==> config.mk <==
export PLATFORM = sky130hd
export DESIGN_NAME = issue_queue
export DESIGN_NICKNAME = d
export VERILOG_FILES = /design/src/rtl/iq_pkg.sv /design/src/rtl/iq_age_select.sv /design/src/rtl/issue_queue.sv
export SDC_FILE = /design/constraint.sdc
export NUM_CORES = 1
export LEC_CHECK = 0
export CAP_MARGIN = 20
export CORE_ASPECT_RATIO = 0.5
export CORE_MARGIN = 2
export CORE_UTILIZATION = 55
export CTS_CLUSTER_DIAMETER = 50
export DETAILED_ROUTE_END_ITERATION = 10
export PLACE_DENSITY = 0.73
export SYNTH_ARGS = -nofsm -noshare
export SYNTH_HDL_FRONTEND = slang
export SYNTH_HIERARCHICAL = 1
export SYNTH_SLANG_ARGS = --single-unit
==> constraint.sdc <==
create_clock -name clk -period 26.5 [get_ports clk]
set_input_delay 5.3 -clock clk [delete_from_list [all_inputs] [get_ports clk]]
set_output_delay 5.3 -clock clk [all_outputs]
set_load 0.01 [all_outputs]
==> src/rtl/iq_pkg.sv <==
// Shared defaults and entry layout for the out-of-order issue queue.
package iq_pkg;

   localparam int unsigned IQ_DEPTH     = 8;
   localparam int unsigned IQ_TAG_W     = 6;
   localparam int unsigned IQ_PAYLOAD_W = 64;
   localparam int unsigned IQ_NUM_WK    = 2;

   typedef struct packed {
      logic                    valid;
      logic [IQ_PAYLOAD_W-1:0] payload;
      logic [IQ_TAG_W-1:0]     src1_tag;
      logic [IQ_TAG_W-1:0]     src2_tag;
      logic                    src1_rdy;
      logic                    src2_rdy;
   } iq_entry_t;

endpackage

==> src/rtl/iq_age_select.sv <==
// Age-matrix oldest-first selector: grants the oldest requesting slot
// regardless of physical slot position.
module iq_age_select #(
   parameter int unsigned DEPTH = 8
) (
   input  logic             clk,
   input  logic             rst_n,
   input  logic             flush,
   input  logic [DEPTH-1:0] valid,
   input  logic [DEPTH-1:0] alloc,
   input  logic [DEPTH-1:0] req,
   output logic [DEPTH-1:0] grant,
   output logic             any_grant
);

   // older[i][j] set means slot i was enqueued before slot j
   logic [DEPTH-1:0] older [DEPTH];
   logic [DEPTH-1:0] blocked;

   always_ff @(posedge clk) begin
      if (!rst_n || flush) begin
         for (int unsigned i = 0; i < DEPTH; i++) begin
            older[i] <= '0;
         end
      end else begin
         for (int unsigned k = 0; k < DEPTH; k++) begin
            if (alloc[k]) begin
               for (int unsigned j = 0; j < DEPTH; j++) begin
                  older[j][k] <= valid[j];
                  older[k][j] <= 1'b0;
               end
            end
         end
      end
   end

   always_comb begin
      blocked = '0;
      grant   = '0;
      for (int unsigned i = 0; i < DEPTH; i++) begin
         for (int unsigned j = 0; j < DEPTH; j++) begin
            if (j != i && req[j] && older[j][i]) begin
               blocked[i] = 1'b1;
            end
         end
         grant[i] = req[i] && !blocked[i];
      end
      any_grant = |req;
   end

endmodule

==> src/rtl/issue_queue.sv <==
// Unified issue queue: any-slot allocation, tag wakeup with same-cycle
// enqueue bypass, oldest-eligible issue and full-queue flush.
module issue_queue
   import iq_pkg::*;
#(
   parameter int unsigned DEPTH     = IQ_DEPTH,
   parameter int unsigned TAG_W     = IQ_TAG_W,
   parameter int unsigned PAYLOAD_W = IQ_PAYLOAD_W,
   parameter int unsigned NUM_WK    = IQ_NUM_WK
) (
   input  logic                      clk,
   input  logic                      rst_n,
   input  logic                      enq_valid,
   output logic                      enq_ready,
   input  logic [PAYLOAD_W-1:0]      enq_payload,
   input  logic [TAG_W-1:0]          enq_src1_tag,
   input  logic [TAG_W-1:0]          enq_src2_tag,
   input  logic                      enq_src1_rdy,
   input  logic                      enq_src2_rdy,
   input  logic [NUM_WK-1:0]         wk_valid,
   input  logic [NUM_WK*TAG_W-1:0]   wk_tag,
   output logic                      iss_valid,
   input  logic                      iss_ready,
   output logic [PAYLOAD_W-1:0]      iss_payload,
   input  logic                      flush,
   output logic [$clog2(DEPTH):0]    count
);

   localparam int unsigned CW = $clog2(DEPTH) + 1;

   logic [DEPTH-1:0]     valid;
   logic [DEPTH-1:0]     rdy1;
   logic [DEPTH-1:0]     rdy2;
   logic [TAG_W-1:0]     tag1    [DEPTH];
   logic [TAG_W-1:0]     tag2    [DEPTH];
   logic [PAYLOAD_W-1:0] payload [DEPTH];
   logic [CW-1:0]        count_q;

   logic [DEPTH-1:0]     wk1;
   logic [DEPTH-1:0]     wk2;
   logic [DEPTH-1:0]     elig;
   logic [DEPTH-1:0]     free_oh;
   logic                 free_found;
   logic [DEPTH-1:0]     alloc;
   logic [DEPTH-1:0]     grant;
   logic [DEPTH-1:0]     valid_next;
   logic                 enq_fire;
   logic                 iss_fire;
   logic                 enq_rdy1;
   logic                 enq_rdy2;

   function automatic logic wk_hit(
      input logic [TAG_W-1:0]        tag,
      input logic [NUM_WK-1:0]       wv,
      input logic [NUM_WK*TAG_W-1:0] wt
   );
      logic hit;
      hit = 1'b0;
      for (int unsigned p = 0; p < NUM_WK; p++) begin
         if (wv[p] && wt[p*TAG_W +: TAG_W] == tag) begin
            hit = 1'b1;
         end
      end
      return hit;
   endfunction

   assign enq_ready = (count_q < CW'(DEPTH)) && !flush;
   assign enq_fire  = enq_valid && enq_ready;
   assign iss_fire  = iss_valid && iss_ready;
   assign count     = count_q;

   // Tag 0 is the zero register; a matching broadcast this cycle also counts.
   assign enq_rdy1 = enq_src1_rdy || (enq_src1_tag == '0) ||
                     wk_hit(enq_src1_tag, wk_valid, wk_tag);
   assign enq_rdy2 = enq_src2_rdy || (enq_src2_tag == '0) ||
                     wk_hit(enq_src2_tag, wk_valid, wk_tag);

   always_comb begin
      wk1  = '0;
      wk2  = '0;
      for (int unsigned i = 0; i < DEPTH; i++) begin
         wk1[i] = wk_hit(tag1[i], wk_valid, wk_tag);
         wk2[i] = wk_hit(tag2[i], wk_valid, wk_tag);
      end
      elig = valid & rdy1 & rdy2;
   end

   // Allocation only looks at the current valid vector, so a slot freed
   // by this cycle's issue is not handed out until the next cycle.
   always_comb begin
      free_oh    = '0;
      free_found = 1'b0;
      for (int unsigned i = 0; i < DEPTH; i++) begin
         if (!valid[i] && !free_found) begin
            free_oh[i] = 1'b1;
            free_found = 1'b1;
         end
      end
      alloc = enq_fire ? free_oh : '0;
   end

   always_comb begin
      valid_next = (valid & ~(iss_fire ? grant : '0)) | alloc;
      iss_payload = '0;
      for (int unsigned i = 0; i < DEPTH; i++) begin
         if (grant[i]) begin
            iss_payload = iss_payload | payload[i];
         end
      end
   end

   iq_age_select #(
      .DEPTH (DEPTH)
   ) u_age_select (
      .clk       (clk),
      .rst_n     (rst_n),
      .flush     (flush),
      .valid     (valid),
      .alloc     (alloc),
      .req       (elig),
      .grant     (grant),
      .any_grant (iss_valid)
   );

   always_ff @(posedge clk) begin
      if (!rst_n || flush) begin
         valid   <= '0;
         count_q <= '0;
      end else begin
         valid   <= valid_next;
         count_q <= count_q + CW'(enq_fire) - CW'(iss_fire);
      end
   end

   always_ff @(posedge clk) begin
      for (int unsigned i = 0; i < DEPTH; i++) begin
         if (alloc[i]) begin
            payload[i] <= enq_payload;
            tag1[i]    <= enq_src1_tag;
            tag2[i]    <= enq_src2_tag;
            rdy1[i]    <= enq_rdy1;
            rdy2[i]    <= enq_rdy2;
         end else begin
            rdy1[i]    <= rdy1[i] | wk1[i];
            rdy2[i]    <= rdy2[i] | wk2[i];
         end
      end
   end

   a_count_bound : assert property (
      @(posedge clk) disable iff (!rst_n) count_q <= CW'(DEPTH));
   a_grant_onehot : assert property (
      @(posedge clk) disable iff (!rst_n) $onehot0(grant));

endmodule
==> impl_table.tex <==
\begin{tabular}{lr}
\hline
Metric & Value \\
\hline
\multicolumn{2}{l}{\textbf{Placement}} \\
\quad Placement Setup Slack & $\sim$15 ns \\
\quad Placer congestion estimate & approximately 0.76 \\
\quad Half-perimeter wire length of the detailed placement result & 32,470 um \\
\quad Port Buffers & around 170 \\
\quad Number of placed instances, taps included & between 2,000 and 2,500 \\
\multicolumn{2}{l}{\textbf{STA}} \\
\quad Number of setup violations in the final report & 0 \\
\quad Final hold vios & 0 \\
\quad Maximum clock frequency & between 0.08 and 0.09 GHz \\
\quad Transition time at the pin with the least slew margin & around 1.1 ns \\
\quad Pins over their slew limit & 0 \\
\quad Final-layout worst hold slack & $\sim$0.50 ns \\
\quad Final clock skew & around 0.026 ns \\
\quad RSZ-0062 raised after global routing & false \\
\quad Ratio of final minimum period to clock period & between 40 and 50\% \\
\quad Setup WS post-layout & 14.73 ns \\
\quad Accumulated negative setup slack & 0 ns \\
\quad Worst slew slack as a fraction of its limit & between 20\% and 30\% \\
\quad Clock period minus worst slack & 11.77 ns \\
\multicolumn{2}{l}{\textbf{Worst hold path}} \\
\quad Worst Hold Launch & u\_age\_select/older[3][8] \\
\quad Hold/Removal Path Class & flop to flop \\
\multicolumn{2}{l}{\textbf{Global routing}} \\
\quad Vias in the first global route & 15,720 \\
\quad First-pass GRT wire length & between 90,000 and 100,000 um \\
\quad Congestion Overflow GR & 0 \\
\quad Global Route Usage Sum & between 20\% and 30\% \\
\quad Initial antenna violation count & 0 \\
\quad Maximum number of pins on one net before global-route repair & 67 \\
\multicolumn{2}{l}{\textbf{Detailed routing}} \\
\quad Wirelength, routed & approximately 64,000 um \\
\quad Detail-routed net length per standard cell & approximately 26 um \\
\quad DRC viols & 0 \\
\quad Iteration-0 DRC count of the detailed router & between 1,500 and 2,000 \\
\quad Number of nets still failing antenna checks after routing & 0 \\
\quad Via Count & roughly 16,000 \\
\quad Pre-antenna DRT Iters & 5 \\
\quad Via density per instance & $\sim$6.2 \\
\multicolumn{2}{l}{\textbf{CTS}} \\
\quad Number of CTS-inserted buffers & 57 \\
\quad Number of levels in the clock H-tree & 2 \\
\quad CTS-repair resized insts & 0 \\
\quad Post-CTS clock slew at the launch and capture registers of the worst setup and hold paths & roughly 0.070 ns \\
\quad Buffer depth of the longest clock path & 3 \\
\quad Clk sink count & a little under 700 \\
\quad Quantity of hold-fixing buffers added after cts & 0 \\
\quad Master cell of the clock root buffer & sky130\_fd\_sc\_hd\_\_clkbuf\_16 \\
\quad Clock latency reported for the late side of the worst-skew pair & a little over 0.6 ns \\
\quad Setup repair bufs after CTS & 0 \\
\quad Clock tree from TritonCTS & yes \\
\multicolumn{2}{l}{\textbf{Logic synthesis}} \\
\quad Share of async-settable or async-resettable flops after synthesis & 0\% \\
\quad Area of the mapped netlist & 27,360 um2 \\
\quad Syn Inst Count & roughly 1,700 \\
\quad Synthesized area per cell & around 16 um2 \\
\quad Post-synthesis net count & 1,780 \\
\quad Area leader, netlist & sky130\_fd\_sc\_hd\_\_edfxtp\_1 \\
\quad Number of synthesized flops with an enable pin & approximately 640 \\
\quad Dominant cell by count in the synthesized netlist & sky130\_fd\_sc\_hd\_\_edfxtp\_1 \\
\quad Most used DFF post-synth & sky130\_fd\_sc\_hd\_\_edfxtp\_1 \\
\quad Cell types with the largest area share after synthesis & sky130\_fd\_sc\_hd\_\_edfxtp\_1 70\%, sky130\_fd\_sc\_hd\_\_a22oi\_1 7.2\%, sky130\_fd\_sc\_hd\_\_dfxtp\_1 4.0\% \\
\quad Flip-flop and latch count after synthesis & 692 \\
\quad Number of distinct library cells after synthesis & 40 \\
\quad Top post-synthesis cells by count & 638 x sky130\_fd\_sc\_hd\_\_edfxtp\_1, 264 x sky130\_fd\_sc\_hd\_\_a22oi\_1, 110 x sky130\_fd\_sc\_hd\_\_xor2\_1 \\
\quad Fraction of the yosys area taken by sequential cells & roughly 74\% \\
\quad Syn. warnings & 6 \\
\quad Top cell type's share of synthesized area & between 70\% and 80\% \\
\multicolumn{2}{l}{\textbf{Power}} \\
\quad Highest ir drop seen on vdd & about 0.055 mV \\
\quad Lkg Pwr & 9.846 nW \\
\quad Areal power density over the cells & slightly below 70 nW/um2 \\
\multicolumn{2}{l}{\textbf{Final layout}} \\
\quad Sequential Area & 20,240 um2 \\
\quad Fraction of final layout cells sized beyond drive strength 1 & a little over 8\% \\
\quad Filler cells & 3,338 \\
\quad Multi-input gate area in the final layout & about 6600 um2 \\
\quad Number of non-filler instances in the completed layout & $\sim$2,500 \\
\quad Number of inserted diodes & 0 \\
\quad Number of nets in the finished design & 1,926 \\
\quad Growth of design area from synthesis to finish & 14.94\% \\
\multicolumn{2}{l}{\textbf{Floorplan}} \\
\quad Site Rows & 57 \\
\quad Area inside the core boundary & a little under 50,000 um2 \\
\quad Overall die height & 161.7 um \\
\quad Horizontal extent of the die & 319.5 um \\
\quad Die Area & between 50,000 and 60,000 um2 \\
\quad I/O pin cnt & 167 \\
\quad Initial Util & $\sim$56\% \\
\multicolumn{2}{l}{\textbf{Outcome}} \\
\quad Run status & finished clean \\
\multicolumn{2}{l}{\textbf{Critical path}} \\
\quad Data arrival time of the worst path & 6.47 ns \\
\quad Startpoint types & input port \\
\quad Crit. Startpoint & flush \\
\quad WP data required & 21.20 ns \\
\quad Worst-path maximum fanout & 5 \\
\quad Worst setup path class & input port to output port \\
\quad Worst Setup End Kind & output port \\
\quad Origin of the critical flop-to-flop path & valid[1] \\
\multicolumn{2}{l}{\textbf{Flow run}} \\
\quad Number of max-capacitance violations reported & 0 \\
\hline
\end{tabular}
cell type report:
type                    count  share of cell area [%]
well taps                 649                   2.582
multi-input cells         870                   20.95
inverters                   6                 0.07160
clock inverters            37                   1.209
repair buffers            197                   6.023
flip-flops and latches    692                   64.35
clock buffers              70                   4.821
state kept, by name (all words and copies together), names as in the netlist:
signal / flops
payload: 512
u_age_select/older: 56
tag1: 48
tag2: 48
rdy1: 8
rdy2: 8
valid: 8
count: 4
worst max-delay path, stage by stage:
cell and delay [ns]:
sky130_fd_sc_hd__clkdlybuf4s50_1 0.46, sky130_fd_sc_hd__nor2_1 0.15, sky130_fd_sc_hd__clkdlybuf4s50_1 0.55
per-stage QoR:
step,area [um2],total power [mW],util [%]
after floorplan,27370,1.282,-
after global placement,29560,1.326,60.50
after detailed placement,29560,1.329,60.50
after CTS,31450,2.163,64.38
after global routing,31450,2.216,64.38
final,31450,2.154,64.38
power breakdown:
part	switching, mW	leakage, nW	internal (mW)	total (mW)
Combinational	0.0514	2.65	0.0373	0.0887
Clock	0.381	0.927	0.468	0.849
Sequential	0.00959	6.27	1.21	1.22
Total	0.442	9.85	1.71	2.15
layout by cell type, fill, tap and decap left out, types with 13 or more instances in the layout:
master / n
sky130_fd_sc_hd__edfxtp_1: 638
sky130_fd_sc_hd__a22oi_1: 264
sky130_fd_sc_hd__clkdlybuf4s50_1: 166
sky130_fd_sc_hd__xor2_1: 110
sky130_fd_sc_hd__xnor2_1: 109
sky130_fd_sc_hd__nand4_1: 100
sky130_fd_sc_hd__clkbuf_16: 58
sky130_fd_sc_hd__dfxtp_1: 54
sky130_fd_sc_hd__nor4_1: 47
sky130_fd_sc_hd__and3_1: 36
sky130_fd_sc_hd__buf_4: 31
sky130_fd_sc_hd__nor2_1: 30
sky130_fd_sc_hd__mux2i_1: 29
sky130_fd_sc_hd__or3_1: 28
sky130_fd_sc_hd__nand2_1: 22
sky130_fd_sc_hd__a21oi_1: 22
sky130_fd_sc_hd__clkinv_2: 16
sky130_fd_sc_hd__nor3_1: 13
logic make-up after synthesis:
group	Yosys count	share of synthesized area, %
mux	29	1.061
simple gates	314	7.119
compound gates	303	8.367
flops	692	73.96
fa+ha+maj	5	0.2561
buf+inv	116	2.227
xor+xnor	219	7.009
routing by layer:
layer	track usage (%)	up-vias	wire length, um
li1	-	7006	-
met1	34.86	7931	26670
met2	41.43	664	31830
met3	3.317	87	4805
met4	5.768	0	1080
met5	0	-	0
final timing paths:
path	end	slack (ns)	cells past startpoint
hold / removal	u_age_select/older[3][8]	0.50	2
setup / recovery	enq_ready	14.73	3
setup reg to reg	u_age_select/older[1][5]	22.89	6
hold reg to reg	u_age_select/older[3][8]	0.50	2
Note: power is estimated with default switching activity, not from simulation.
